===== config.mk =====
export PLATFORM = sky130hd
export DESIGN_NAME = cmd_arb
export DESIGN_NICKNAME = d
export VERILOG_FILES = /design/src/rtl/cmd_arb.sv
export SDC_FILE = /design/constraint.sdc
export NUM_CORES = 1
export LEC_CHECK = 0
export BUFFER_PORTS_ARGS = -buffer_cell sky130_fd_sc_hd__clkbuf_2
export CAP_MARGIN = 20
export CELL_PAD_IN_SITES_DETAIL_PLACEMENT = 1
export CELL_PAD_IN_SITES_GLOBAL_PLACEMENT = 1
export CORE_MARGIN = 3
export CORE_UTILIZATION = 35
export DETAILED_ROUTE_END_ITERATION = 8
export GPL_TIMING_DRIVEN = 1
export HOLD_SLACK_MARGIN = 0.06
export PLACE_DENSITY_LB_ADDON = 0.1
export SYNTH_ARGS = -nofsm -noshare
export SYNTH_HDL_FRONTEND = slang
export SYNTH_SLANG_ARGS = --single-unit

===== constraint.sdc =====
create_clock -name clk -period 4.74 [get_ports clk]
set_clock_uncertainty 0.15 [all_clocks]
set_input_delay 0.237 -clock clk [delete_from_list [all_inputs] [get_ports clk]]
set_output_delay 0.237 -clock clk [all_outputs]
set_load 0.01 [all_outputs]

===== src/rtl/cmd_arb.sv =====
// Round-robin arbiter sharing one command executor between N_REQ sources.
// One command outstanding at a time; a watchdog forces an error response if the executor goes silent.
module cmd_arb #(
    parameter int unsigned N_REQ   = 4,
    parameter int unsigned TIMEOUT = 1023,
    parameter logic [31:0] TO_CODE = 32'hDEAD_0000
) (
    input  logic                   clk,
    input  logic                   rst,
    input  logic [N_REQ-1:0]       req_valid,
    input  logic [32*N_REQ-1:0]    req_cmd,
    output logic [N_REQ-1:0]       req_ack,
    output logic [N_REQ-1:0]       req_rsp_valid,
    output logic                   req_rsp_err,
    output logic [31:0]            req_rsp_data,
    output logic [31:0]            exe_cmd_data,
    output logic                   exe_cmd_waitreq,
    input  logic                   exe_cmd_rdreq,
    input  logic [31:0]            exe_rsp_data,
    input  logic                   exe_rsp_wrreq,
    output logic                   exe_rsp_waitreq,
    output logic                   busy,
    output logic [2:0]             grant_id,
    output logic [7:0]             to_count
);
    localparam int unsigned DW  = 32;
    localparam int unsigned IW  = (N_REQ > 1) ? $clog2(N_REQ) : 1;
    localparam int unsigned WDW = 16;
    localparam int unsigned CW  = 8;
    localparam logic [WDW-1:0] WD_LAST  = WDW'(TIMEOUT - 1);
    localparam logic [IW-1:0]  PTR_RST  = IW'(N_REQ - 1);
    localparam logic [CW-1:0]  CNT_MAX  = '1;

    typedef enum logic [1:0] {
        S_IDLE,
        S_OFFER,
        S_WAIT_RSP,
        S_DELIVER
    } state_t;

    state_t          state_q, state_d;
    logic [IW-1:0]   ptr_q, ptr_d;
    logic [WDW-1:0]  wd_q, wd_d;

    logic [DW-1:0]   cmd_d;
    logic [2:0]      gid_d;
    logic [N_REQ-1:0] ack_d;
    logic [N_REQ-1:0] rspv_d;
    logic            err_d;
    logic [DW-1:0]   rdata_d;
    logic [CW-1:0]   toc_d;

    logic [IW-1:0]   win;
    logic            win_found;
    logic [DW-1:0]   win_cmd;

    // First pending requester after the last grant, wrapping around.
    always_comb begin
        win       = ptr_q;
        win_found = 1'b0;
        for (int unsigned k = 1; k <= N_REQ; k++) begin
            if (!win_found && req_valid[IW'((32'(ptr_q) + k) % N_REQ)]) begin
                win_found = 1'b1;
                win       = IW'((32'(ptr_q) + k) % N_REQ);
            end
        end
    end

    always_comb begin
        win_cmd = '0;
        for (int unsigned i = 0; i < N_REQ; i++) begin
            if (IW'(i) == win) begin
                win_cmd = req_cmd[DW*i +: DW];
            end
        end
    end

    always_ff @(posedge clk or posedge rst) begin
        if (rst) begin
            state_q <= S_IDLE;
        end else begin
            state_q <= state_d;
        end
    end

    always_comb begin
        state_d = state_q;
        cmd_d   = exe_cmd_data;
        gid_d   = grant_id;
        ptr_d   = ptr_q;
        ack_d   = '0;
        rspv_d  = '0;
        err_d   = 1'b0;
        rdata_d = req_rsp_data;
        wd_d    = wd_q;
        toc_d   = to_count;

        case (state_q)
            S_IDLE: begin
                if (win_found) begin
                    state_d    = S_OFFER;
                    cmd_d      = win_cmd;
                    gid_d      = 3'(win);
                    ptr_d      = win;
                    ack_d[win] = 1'b1;
                end
            end
            S_OFFER: begin
                if (exe_cmd_rdreq) begin
                    state_d = S_WAIT_RSP;
                    wd_d    = '0;
                end
            end
            S_WAIT_RSP: begin
                // A real response beats a watchdog expiry in the same cycle.
                if (exe_rsp_wrreq) begin
                    state_d       = S_DELIVER;
                    rdata_d       = exe_rsp_data;
                    rspv_d[ptr_q] = 1'b1;
                end else if (wd_q == WD_LAST) begin
                    state_d       = S_DELIVER;
                    rdata_d       = TO_CODE | DW'(grant_id);
                    err_d         = 1'b1;
                    rspv_d[ptr_q] = 1'b1;
                    if (to_count != CNT_MAX) begin
                        toc_d = to_count + CW'(1);
                    end
                end else begin
                    wd_d = wd_q + WDW'(1);
                end
            end
            S_DELIVER: begin
                state_d = S_IDLE;
            end
            default: begin
                state_d = S_IDLE;
            end
        endcase
    end

    // Registered outputs are loaded from next-state values so they line up with the state they describe.
    always_ff @(posedge clk or posedge rst) begin
        if (rst) begin
            ptr_q           <= PTR_RST;
            wd_q            <= '0;
            exe_cmd_data    <= '0;
            grant_id        <= '0;
            req_ack         <= '0;
            req_rsp_valid   <= '0;
            req_rsp_err     <= 1'b0;
            req_rsp_data    <= '0;
            to_count        <= '0;
            exe_cmd_waitreq <= 1'b1;
            exe_rsp_waitreq <= 1'b1;
            busy            <= 1'b0;
        end else begin
            ptr_q           <= ptr_d;
            wd_q            <= wd_d;
            exe_cmd_data    <= cmd_d;
            grant_id        <= gid_d;
            req_ack         <= ack_d;
            req_rsp_valid   <= rspv_d;
            req_rsp_err     <= err_d;
            req_rsp_data    <= rdata_d;
            to_count        <= toc_d;
            exe_cmd_waitreq <= (state_d != S_OFFER);
            exe_rsp_waitreq <= (state_d != S_WAIT_RSP);
            busy            <= (state_d != S_IDLE);
        end
    end

endmodule

## Yosys cells after proc, flatten, opt, wreduce, memory -nomap -nowiden

Index checks and enable logic that the tools add are counted.

- Logic and storage cells: 101
- Flip-flop bits (word level): 106
- Input bits: 168
- Output and inout port bits: 87

- Reduce and logical (&&, ||, !) cells: 17
- Multiplexer cells: 43
- Magnitude comparators: 8
- $add $sub $neg: 6
- Equal/unequal tests: 13
- Bitwise operators: 1

Operator list:

| cell | count |
|---|---|
| $mux W32 | 6 |
| $mux W16 | 3 |
| $pmux W16 S2 | 1 |
| $mux W4 | 5 |
| $lt A2 B3 Y1 const B | 6 |
| $add A16 B1 Y16 const B | 1 |
| $eq A16 B10 Y1 const B | 1 |
| $mux W2 | 8 |
| $mux W1 | 13 |
| $add A8 B1 Y8 const B | 1 |
| $bmux W1 S2 | 4 |
| $ne A2 B2 Y1 const B | 4 |
| $ne A8 B8 Y1 const B | 1 |
| $pmux W2 S4 | 1 |
| $reduce_and A4 Y1 | 2 |
| $reduce_bool A2 Y1 | 3 |
| $logic_and A1 B1 Y1 | 5 |
| $add A2 B1 Y2 const B | 2 |
| $add A2 B2 Y2 const B | 2 |
| $demux W1 S2 | 2 |
| $eq A2 B2 Y1 const A | 2 |
| $eq A2 B2 Y1 const B | 2 |
| $ge A2 B1 Y1 const B | 2 |
| $logic_not A2 Y1 | 2 |
| other kinds (6) | 9 |

## Longest topological paths before layout

- Depth after elaboration: 19
- Gate-level depth with buffers: 12
- Gate-level depth less buffers: 8

## Worst setup path after synthesis

OpenSTA, ideal clock, no wires.

- Kind: flip-flop to flip-flop
- Start point: reg ptr_q[0]
- End point: reg exe_cmd_data[12]
- Stages on the path, launching flop included: 13
- Data required time: 4.457 ns
- Arrival time: 3.285 ns
- Clock period less this slack: 3.569 ns
- Setup slack: 1.171 ns
- Cell sequence: dfstp_2 buf_6 clkbuf_1 inv_1 ha_1 mux4_2 a311o_1 and3_1 buf_2 buf_6 buf_6 mux2i_1 o221ai_2

- Word-level cells in the longest chain between the ends: 18

RTL lines:

| item | RTL line | text |
|---|---|---|
| start: declaration | 42 | `logic [IW-1:0] ptr_q, ptr_d;` |
| start signal: assignment | 157 | `ptr_q <= ptr_d;` |
| $add A2 B1 Y2 | 62, 64 |  |
| $bmux W1 S2 | 62 | `if (!win_found && req_valid[IW'((32'(ptr_q) + k) % N_REQ)]) begin` |
| $mux W1 (implied by the code) | 62 |  |
| $mux W1 | 62 |  |
| $logic_not A1 Y1 | 62 |  |
| $logic_and A1 B1 Y1 | 62 |  |
| $mux W1 | 62 |  |
| $logic_not A1 Y1 | 62 |  |
| $logic_and A1 B1 Y1 | 62 |  |
| $mux W1 | 62 |  |
| $logic_not A1 Y1 | 62 |  |
| $logic_and A1 B1 Y1 | 62 |  |
| $mux W2 | 62 |  |
| $logic_not A2 Y1 | 72 | `if (IW'(i) == win) begin` |
| $mux W32 (4 in a row) | 72 |  |
| end signal: assignment | 159 | `exe_cmd_data <= cmd_d;` |
| end: declaration | 16 | `output logic [31:0] exe_cmd_data,` |

Parallel ways exist; a longest one is shown, timed or not. The select of a mux whose other input is x is not followed.
A chain may end at the register's enable or synchronous reset.

## Worst setup path in the final report

- Start point: reg ptr_q[0]
- End point: reg exe_cmd_data[11]

Same word-level chain as after synthesis.

==> run metrics <==
vias in the first global route 5397; fin cells 974; average cell area after synthesis 11.6 um2; Std-Cell Rows 45; RSZ-0062 raised after global routing false; Initial Util 36.1%; clock latency on the worst-skew pair 0.35 ns; Yosys warnings 0; worst hold path startpoint req_cmd[6]; hold path depth 3; HPWL Detailed 13900 um; CTS clk-pin slew, worst paths 0.07 ns; Worst Hold Slack 0.0723 ns; filler cell count 1767; syn nets 651; Die Ht 132 um; CTS tree yes; worst path required time 4.78 ns; Final GP Congestion 0.820; Setup WS pre-CTS 1.02 ns; Setup Buffers After CTS 0; number of flops mapped to enable cells by yosys 0; Final #Nets 933; Leakage 3.86 nW; 1st-iter DRT viols 236; dominant synthesized flop cell dfrtp_1; Mapped Cells 476; core footprint 0.0153 mm2; Final Critical Period 4.09 ns; Final ANT Viol Nets 0; asr flop ratio synth 100%; Vias 4974; hold endpoint exe_cmd_data[6]; Slew @ Worst Pin 0.970 ns; Num CTS Buffers 9; MaxCap Viol Count 0; worst min path class in -> reg; wirelength, routed 18500 um; via density per instance 5.11; Pwr Density 673 mW/mm2; final hold violation count 0; max_slew headroom 35.3%; Seq/Total Area, Yosys 48.0%; Sink Count 106; Critical Path Sink Type flip-flop; VDD IR max 0.000354 V; Inst Count DP 915; Syn-to-layout area delta 38.6%; Setup TNS 0 ns; DRC 0; worst reg2reg setup slack 0.65 ns; Ant. Diodes 0; Unique masters post-synth 50; CP Max Fanout 29; Synth Register Bits 106; setup violators final 0; die width 132 um; initial antenna violation count 0; largest net degree at the start of global routing 65; root buf cell clkbuf_16; Tot GR Track Use 21.3%; layout cells sized above 1 42.6%; CP Class reg -> reg; CTS max path bufs 2; die area 0.0174 mm2; first-pass GRT wire length 29800 um; fin crit share 86.4%; status complete, no violations; Critical Path AT 4.13 ns; grt ovf 0; Max Clock Freq 244 MHz; Reg-to-Reg End exe_cmd_data[11]; Max Slew Vio Count 0; FF-to-FF path depth 9; I/O Buffers 253; Pre-antenna DRT Iters 4; mapped cell area 0.00554 mm2; Routed wire per std cell 19.0 um; critical path startpoint category flip-flop; Reg2Reg Launch Point ptr_q[0]; # resized after CTS 0; final critical-path setup slack 0.645 ns; H-Tree Depth 3; io pins 255
-- what timing repair did --
| action | in CTS | in global routing |
|---|---|---|
| hold buffers | 43 | 0 |
| endpoints found under the setup margin | 0 | 0 |
| hold endpoints to repair | 99 | 0 |
-- sequential cells by signal, summed over array words and instances (netlist names), 2 cells and up --
name and flops:
exe_cmd_data 32, ptr_q 2, req_rsp_valid 4, req_ack 4
req_rsp_data 32, to_count 8, state_q 2, grant_id 2
wd_q 16
-- synthesized netlist by cell type (2+ instances only) --
| cell | instances | area [um2] |
|---|---|---|
| inv_1 | 11 | 41.3 |
| nand2_1 | 48 | 180 |
| o21ai_0 | 6 | 30.0 |
| nor3_1 | 6 | 30.0 |
| a21oi_1 | 2 | 10.0 |
| nand3_1 | 7 | 35.0 |
| clkbuf_1 | 15 | 56.3 |
| mux2i_1 | 67 | 671 |
| ha_1 | 7 | 87.6 |
| o221ai_1 | 3 | 26.3 |
| nand2b_1 | 4 | 25.0 |
| a2111oi_0 | 7 | 61.3 |
| o22a_1 | 10 | 87.6 |
| mux4_2 | 3 | 67.6 |
| or2_2 | 3 | 18.8 |
| nand4_1 | 11 | 68.8 |
| a22o_1 | 19 | 166 |
| xor2_1 | 3 | 26.3 |
| mux2_2 | 5 | 56.3 |
| and3_1 | 6 | 37.5 |
| o221ai_2 | 27 | 405 |
| buf_2 | 7 | 35.0 |
| xnor2_1 | 18 | 158 |
| a31oi_1 | 2 | 12.5 |
| buf_6 | 10 | 113 |
| o21a_1 | 4 | 30.0 |
| dfrtp_1 | 102 | 2550 |
| nor2_1 | 31 | 116 |
| a221oi_1 | 2 | 17.5 |
| and2_1 | 6 | 37.5 |
| dfstp_2 | 4 | 105 |
| a311o_1 | 2 | 20.0 |
-- per-stage QoR --
stage | util, % | area (um2) | power (mW)
finish | 50.1 | 7670 | 5.16
global route | 50.1 | 7670 | 5.52
CTS | 50.1 | 7670 | 5.23
detailed placement | 45.3 | 6940 | 4.41
global placement | 45.3 | 6940 | 4.31
floorplan | - | 5540 | 3.63
-- critical path, cell delays in order (launching register included) --
cell and delay (ns):
dfstp_2 0.78, inv_1 0.15, ha_1 0.41, mux4_2 0.60
nand4_1 0.14, and3_4 0.52, buf_12 0.28, mux2i_1 0.19
dlygate4sd3_1 0.58, o221ai_2 0.10
-- per-layer routing --
metal	part of all wire, %	wire (um)	up-vias	GRT usage [%]
met4	2.0	373	0	5.37
met5	0	0	-	0
met2	54	9950	140	39.3
met1	40	7360	2488	25.1
li1	-	-	2323	-
met3	4.5	826	23	4.89
-- kinds of logic after synthesis --
logic type / count (synthesis) / share of synthesized area, %
multiplexers: 75 / 14.4
AND/OR/NAND/NOR: 126 / 10.5
AO/OA/AOI/OAI: 95 / 17.6
other: 1 / 0.0677
adder cells (fa/ha/maj): 7 / 1.58
flip-flops: 106 / 48.0
XOR/XNOR: 21 / 3.32
buffers and inverters: 45 / 4.63
-- worst max path at each step --
stage | start | endpoint | depth (start not counted)
2_1_floorplan | ptr_q[0] | exe_cmd_data[12] | 12
3_3_place_gp | ptr_q[0] | exe_cmd_data[0] | 7
3_5_place_dp | ptr_q[0] | exe_cmd_data[27] | 8
4_1_cts | ptr_q[0] | exe_cmd_data[19] | 9
5_1_grt | ptr_q[0] | exe_cmd_data[19] | 9
6_report | ptr_q[0] | exe_cmd_data[11] | 9
-- where the power goes --
part / total (mW) / internal (mW) / switching (mW)
Clock: 0.757 / 0.439 / 0.319
Sequential: 1.48 / 1.25 / 0.224
Combinational: 2.93 / 1.29 / 1.63
-- layout by cell type (no fill, tap or decap), types with 5 or more instances in the layout --
| cell | netlist | routed |
|---|---|---|
| buf_4 | 1 | 8 |
| nand4_1 | 11 | 11 |
| inv_1 | 11 | 10 |
| dlygate4sd3_1 | 0 | 43 |
| nor2_1 | 31 | 31 |
| o21ai_0 | 6 | 6 |
| and3_1 | 6 | 5 |
| clkbuf_2 | 0 | 253 |
| nor3_1 | 6 | 6 |
| nand3_1 | 7 | 7 |
| o221ai_2 | 27 | 27 |
| mux2i_1 | 67 | 67 |
| a2111oi_0 | 7 | 7 |
| a22o_1 | 19 | 19 |
| o22a_1 | 10 | 10 |
| nand2_1 | 48 | 47 |
| mux2_2 | 5 | 5 |
| and2_1 | 6 | 6 |
| clkbuf_16 | 0 | 9 |
| dfrtp_1 | 102 | 102 |
| xnor2_1 | 18 | 18 |
| ha_1 | 7 | 7 |
-- cell type report --
type	instances	area, um2	share of cell area [%]
Inverter	11	43.8	0.571
Clock buffer	14	264	3.44
Multi-Input combinational cell	325	2630	34.3
Timing Repair Buffer	305	1780	23.2
Clock inverter	2	35.0	0.457
Sequential cell	106	2660	34.6
Tap cell	211	264	3.44
Note: power is estimated with default switching activity, not from simulation.
